$ cat src/rtl/harvos_dma_copy_engine.sv
// rtl/harvos_dma_copy_engine.sv - single-channel memory-to-memory word-copy DMA engine
// Reads one word, writes it, advances; exits on done, fault, timeout or abort.
module harvos_dma_copy_engine #(
    parameter int LEN_W          = 16,
    parameter int TIMEOUT_CYCLES = 255
) (
    input  logic        clk,
    input  logic        rst_n,
    input  logic        cfg_en,
    input  logic        cfg_we,
    input  logic [3:0]  cfg_addr,
    input  logic [31:0] cfg_wdata,
    output logic [31:0] cfg_rdata,
    output logic        m_req,
    output logic        m_we,
    output logic [3:0]  m_be,
    output logic [31:0] m_addr,
    output logic [31:0] m_wdata,
    input  logic [31:0] m_rdata,
    input  logic        m_done,
    input  logic        m_fault,
    output logic        irq
);

    localparam int TW = $clog2(TIMEOUT_CYCLES + 1);

    typedef enum logic [2:0] {
        IDLE,
        RD_REQ,
        RD_WAIT,
        WR_REQ,
        WR_WAIT
    } state_t;

    state_t state, state_n;

    logic [31:0]      src_reg, dst_reg, fault_addr;
    logic [LEN_W-1:0] len_reg;
    logic             irq_en;
    logic             st_done, st_fault, st_timeout, st_aborted;
    logic [31:0]      src_cnt, dst_cnt, data_reg;
    logic [LEN_W-1:0] remain;
    logic             abort_pending;
    logic [TW-1:0]    to_cnt;

    logic cfg_wr, ctrl_wr, start_cmd, abort_cmd, busy, timeout_hit;
    logic ev_load, ev_zero_done, ev_capture, ev_advance;
    logic ev_complete, ev_fault, ev_timeout, ev_abort_exit;

    assign cfg_wr    = cfg_en & cfg_we;
    assign ctrl_wr   = cfg_wr && (cfg_addr == 4'd0);
    // ABORT beats START when both are written together.
    assign start_cmd = ctrl_wr & cfg_wdata[0] & ~cfg_wdata[1];
    assign abort_cmd = ctrl_wr & cfg_wdata[1];
    assign busy      = (state != IDLE);
    assign timeout_hit = (to_cnt == TW'(TIMEOUT_CYCLES - 1));

    always_comb begin
        state_n       = state;
        ev_load       = 1'b0;
        ev_zero_done  = 1'b0;
        ev_capture    = 1'b0;
        ev_advance    = 1'b0;
        ev_complete   = 1'b0;
        ev_fault      = 1'b0;
        ev_timeout    = 1'b0;
        ev_abort_exit = 1'b0;
        case (state)
            IDLE: begin
                if (start_cmd) begin
                    ev_load = 1'b1;
                    if (len_reg == '0) begin
                        ev_zero_done = 1'b1;
                    end else begin
                        state_n = RD_REQ;
                    end
                end
            end
            RD_REQ: state_n = RD_WAIT;
            RD_WAIT: begin
                if (m_done) begin
                    if (m_fault) begin
                        ev_fault = 1'b1;
                        state_n  = IDLE;
                    end else begin
                        ev_capture = 1'b1;
                        if (abort_pending) begin
                            ev_abort_exit = 1'b1;
                            state_n       = IDLE;
                        end else begin
                            state_n = WR_REQ;
                        end
                    end
                end else if (timeout_hit) begin
                    ev_fault   = 1'b1;
                    ev_timeout = 1'b1;
                    state_n    = IDLE;
                end
            end
            WR_REQ: state_n = WR_WAIT;
            WR_WAIT: begin
                if (m_done) begin
                    if (m_fault) begin
                        ev_fault = 1'b1;
                        state_n  = IDLE;
                    end else begin
                        ev_advance = 1'b1;
                        if (remain == LEN_W'(1)) begin
                            ev_complete = 1'b1;
                            state_n     = IDLE;
                        end else if (abort_pending) begin
                            ev_abort_exit = 1'b1;
                            state_n       = IDLE;
                        end else begin
                            state_n = RD_REQ;
                        end
                    end
                end else if (timeout_hit) begin
                    ev_fault   = 1'b1;
                    ev_timeout = 1'b1;
                    state_n    = IDLE;
                end
            end
            default: state_n = IDLE;
        endcase
    end

    assign m_req   = (state == RD_REQ) || (state == WR_REQ);
    assign m_we    = (state == WR_REQ) || (state == WR_WAIT);
    assign m_be    = 4'hF;
    assign m_addr  = m_we ? dst_cnt : src_cnt;
    assign m_wdata = data_reg;

    always_ff @(posedge clk or negedge rst_n) begin
        if (!rst_n) begin
            state         <= IDLE;
            src_reg       <= '0;
            dst_reg       <= '0;
            len_reg       <= '0;
            irq_en        <= 1'b0;
            st_done       <= 1'b0;
            st_fault      <= 1'b0;
            st_timeout    <= 1'b0;
            st_aborted    <= 1'b0;
            fault_addr    <= '0;
            src_cnt       <= '0;
            dst_cnt       <= '0;
            data_reg      <= '0;
            remain        <= '0;
            abort_pending <= 1'b0;
            to_cnt        <= '0;
            irq           <= 1'b0;
        end else begin
            state <= state_n;

            if (cfg_wr && !busy) begin
                case (cfg_addr)
                    4'd2: src_reg <= {cfg_wdata[31:2], 2'b00};
                    4'd3: dst_reg <= {cfg_wdata[31:2], 2'b00};
                    4'd4: len_reg <= cfg_wdata[LEN_W-1:0];
                    default: ;
                endcase
            end
            if (ctrl_wr) begin
                irq_en <= cfg_wdata[2];
            end

            // W1C first; engine events below take precedence in the same cycle.
            if (cfg_wr && (cfg_addr == 4'd1)) begin
                if (cfg_wdata[1]) st_done    <= 1'b0;
                if (cfg_wdata[2]) st_fault   <= 1'b0;
                if (cfg_wdata[3]) st_timeout <= 1'b0;
                if (cfg_wdata[4]) st_aborted <= 1'b0;
            end
            if (ev_load) begin
                st_done    <= ev_zero_done;
                st_fault   <= 1'b0;
                st_timeout <= 1'b0;
                st_aborted <= 1'b0;
                src_cnt    <= src_reg;
                dst_cnt    <= dst_reg;
                remain     <= len_reg;
            end
            if (ev_complete)   st_done    <= 1'b1;
            if (ev_timeout)    st_timeout <= 1'b1;
            if (ev_abort_exit) st_aborted <= 1'b1;
            if (ev_fault) begin
                st_fault   <= 1'b1;
                fault_addr <= m_addr;
            end

            if (ev_capture) begin
                data_reg <= m_rdata;
            end
            if (ev_advance) begin
                src_cnt <= src_cnt + 32'd4;
                dst_cnt <= dst_cnt + 32'd4;
                remain  <= remain - 1'b1;
            end

            if (state_n == IDLE) begin
                abort_pending <= 1'b0;
            end else if (abort_cmd && busy) begin
                abort_pending <= 1'b1;
            end

            // Every WAIT is entered from a REQ state, so the count starts at zero.
            if ((state == RD_WAIT) || (state == WR_WAIT)) begin
                to_cnt <= to_cnt + 1'b1;
            end else begin
                to_cnt <= '0;
            end

            irq <= irq_en & (st_done | st_fault | st_aborted);
        end
    end

    always_comb begin
        cfg_rdata = 32'd0;
        case (cfg_addr)
            4'd0: cfg_rdata = {29'd0, irq_en, 2'b00};
            4'd1: cfg_rdata = {27'd0, st_aborted, st_timeout, st_fault, st_done, busy};
            4'd2: cfg_rdata = src_reg;
            4'd3: cfg_rdata = dst_reg;
            4'd4: cfg_rdata = 32'(len_reg);
            4'd5: cfg_rdata = fault_addr;
            4'd6: cfg_rdata = 32'(remain);
            default: cfg_rdata = 32'd0;
        endcase
    end

endmodule

$ cat config.mk
export PLATFORM = sky130hd
export DESIGN_NAME = harvos_dma_copy_engine
export DESIGN_NICKNAME = d
export VERILOG_FILES = /design/src/rtl/harvos_dma_copy_engine.sv
export SDC_FILE = /design/constraint.sdc
export NUM_CORES = 1
export LEC_CHECK = 0
export ABC_AREA = 1
export CELL_PAD_IN_SITES_DETAIL_PLACEMENT = 0
export CELL_PAD_IN_SITES_GLOBAL_PLACEMENT = 1
export CORE_ASPECT_RATIO = 1.75
export CORE_MARGIN = 5
export CORE_UTILIZATION = 30
export CTS_CLUSTER_DIAMETER = 100
export DETAILED_ROUTE_END_ITERATION = 12
export PLACE_DENSITY_LB_ADDON = 0.08
export SETUP_SLACK_MARGIN = 0.15
export SKIP_CTS_REPAIR_TIMING = 1
export SYNTH_ARGS = -nofsm -noshare
export SYNTH_HDL_FRONTEND = slang
export SYNTH_SLANG_ARGS = --single-unit
$ cat constraint.sdc
create_clock -name clk -period 2.8 [get_ports clk]
set_clock_uncertainty 0.05 [all_clocks]
set_input_delay 0.28 -clock clk [delete_from_list [all_inputs] [get_ports clk]]
set_output_delay 0.28 -clock clk [all_outputs]
set_load 0.005 [all_outputs]
==> impl_metrics.toml <==
[critical_path]
cp-endpoint = "m_addr[14]"
critPathCaptureType = "output port"
reg2reg_to = "dst_cnt[12]"
reg2reg_depth = 9
critPathKind = "flip-flop to output port"
critical_path.max_fanout = 21
cp-start-kind = "flip-flop"
rrSetupSlack_ns = 0.58
crit_arrival_ns = 2.40
critPathRequiredTime_ns = 2.47
crit_start = "state[1]"
reg2reg_from = "state[1]"

[logic_synthesis]
yosys-top-cells-area = "dfrtp_1, nand2_1, o21ai_0"
yosysWarnings = 0
synth_cell_types = 43
synth_edf_count = 0
yosysSeqAreaShare_pct = 45.3
postSynth.asyncResetShare_pct = 100
yosysTopAreaCellShare_pct = 45.3
synth_seq_cells = 233
synth.avg_cell_area_um2 = 7.36
netlist_instances = 1750
synthFlopType = "dfrtp_1"
syn_area_mm2 = 0.0129
synth_top_cell_by_area = "dfrtp_1"

[clocking]
cts-root-buf = "clkbuf_16"
clk_latency_ns = 0.56
tritoncts = "built"
h-tree-depth = 1
cts_sinks = 233
clockBufferDepth = 3
path_clk_slew_ns = 0.06
cts_made_buffers = 26

[timing]
hold_viol_final = 0
fmax_mhz = 367
maxSlewViolCount = 0
tns_ns = 0
fin_crit_sh_pct = 97.3
relSlewSlack_pct = 31.5
setup_viol = 0
rsz0062_at_grt = "yes"
tightest_slew_ns = 1.03
fin_crit_ns = 2.73

[power]
p_total_mw = 9.13
p_leak_nw = 7.80
peakVddDrop_mv = 0.492
p_per_area_mw_per_mm2 = 547

[finish]
fillers = 4583
largest_reg_flops = 32
layout-drive-gt1-share_pct = 9.04
antenna_cells = 0
syn2layout_area_growth_pct = 29.6
nNetsFinal = 2019

[drt]
vias = 12305
firstDrtPassIters = 5
drtIter0Drc = 802
drc = 0
antenna_left = 0
via_per_inst = 4.88
drt_wl_total_mm = 53.7
post_drt_wl_per_cell_um = 21.3

[floorplanning]
die_h_um = 284
ios = 177
start_util_pct = 30.3
die-area_mm2 = 0.0473
rows = 100
core_mm2 = 0.0425
die_w_um = 167

[worst_hold_path]
hold_class = "primary input to asynchronous set/reset pin"

[grt]
grt_max_degree = 67
antenna_found_initial = 0
grt_usage_pct = 22.0
overflow = 0
grt_pass1_vias = 12637
grt_pass1_wl_mm = 79.8

[flow_run]
maxCapViolations = 0

[place]
dpl.hpwl_mm = 40.8
gp_congestion = 0.902
io_buffers = 170

[outcome]
status = "completed"
layer usage:
layer	vias up	wire length, um	global-route usage [%]
li1	5962	-	-
met1	5940	18700	22.4
met2	310	30400	44.1
met3	93	1930	2.68
met4	0	2650	9.46
met5	-	0	0
critical path: stages, from the launching register on:
cell and delay (ns):
dfrtp_2 0.46, nor2_4 0.17, nand2_4 0.09, nand2_8 0.15, clkbuf_16 0.24, o21a_2 0.21
inv_1 0.05, clkdlybuf4s50_1 0.44
logic make-up (layout without fill, tap and decap cells):
kind of cell | after synthesis | count (layout) | share of synthesized area (%)
multiplexers | 33 | 33 | 2.88
AO/OA/AOI/OAI | 304 | 304 | 13.6
flip-flops | 233 | 233 | 45.3
XOR/XNOR | 12 | 12 | 0.816
adder cells (fa/ha/maj) | 6 | 6 | 0.583
AND/OR/NAND/NOR | 887 | 887 | 27.9
other | 2 | 6 | 0.0583
buffers and inverters | 273 | 477 | 8.84
metrics by stage:
step	cell area, um^2	setup slack (ns)	hold WS (ns)	utilization [%]	std cells
2_1_floorplan	12900	1.22	-0.0656	-	1754
3_3_place_gp	15400	0.119	0.214	36.2	2455
3_5_place_dp	15400	0.102	0.212	36.2	2455
4_1_cts	16300	-0.210	-0.378	38.3	2502
5_1_grt	16700	-0.000487	0.243	39.2	2519
6_report	16700	0.0745	0.225	39.2	2519
area by class of cell:
class,instances,area [um^2],share of cell area (%)
Tap cell,561,702,4.21
Timing Repair Buffer,229,2430,14.6
Inverter,201,764,4.58
Clock buffer,36,758,4.54
Sequential cell,233,5830,35.0
Clock inverter,11,149,0.892
Multi-Input combinational cell,1248,6040,36.2
cell usage in the layout, fill, tap and decap left out, types with 7 or more instances in the layout:
master           netlist  layout
o221ai_1              13      13
o21a_1                28      19
nand3b_1              12      12
clkbuf_8               0       7
mux2_2                32      32
nand3_1               91      89
nand2_1              591     586
dlymetal6s2s_1         0      26
inv_1                193     193
buf_12                 0      14
dfrtp_1              233     230
o211ai_1              24      24
a21oi_1               30      30
clkdlybuf4s50_1        0     143
nand4_1               10      10
o22ai_1                7       7
nor3_1                 9       9
o21ai_0              151     150
o21ai_1               37      37
nor2_1               158     157
xor2_1                 9       9
buf_4                 12      40
clkbuf_16              0      28
Yosys cell counts (4+ instances only):
library cell  number
o21a_1            28
inv_2              8
nand3b_1          12
inv_1            193
o311ai_1           4
o211ai_1          24
buf_4             12
nor3_1             9
nand4_1           10
o22ai_1            7
a21oi_1           30
ha_1               6
buf_2             40
nand3_1           91
clkbuf_1          15
nand2_1          591
xor2_1             9
dfrtp_1          233
o21ai_1           37
o221ai_1          13
o21ai_0          151
nor2_1           158
mux2_2            32
report_power, final:
part           switching [mW]  internal [mW]
Combinational           0.717          0.601
Sequential              0.376           3.75
Clock                    1.52           2.17
Total                    2.62           6.52
worst min-delay path by stage:
stage          slack [ns]       endpoint  cells after the start     startpoint
2_1_floorplan       -0.07  abort_pending                      0          rst_n
3_3_place_gp         0.21    src_cnt[10]                      1          rst_n
3_5_place_dp         0.21    src_cnt[10]                      1          rst_n
4_1_cts             -0.38    src_cnt[10]                      1          rst_n
5_1_grt              0.24    src_reg[25]                      3  cfg_wdata[25]
6_report             0.22     src_cnt[9]                      2          rst_n
No activity file was read; power rests on OpenSTA's default activity.
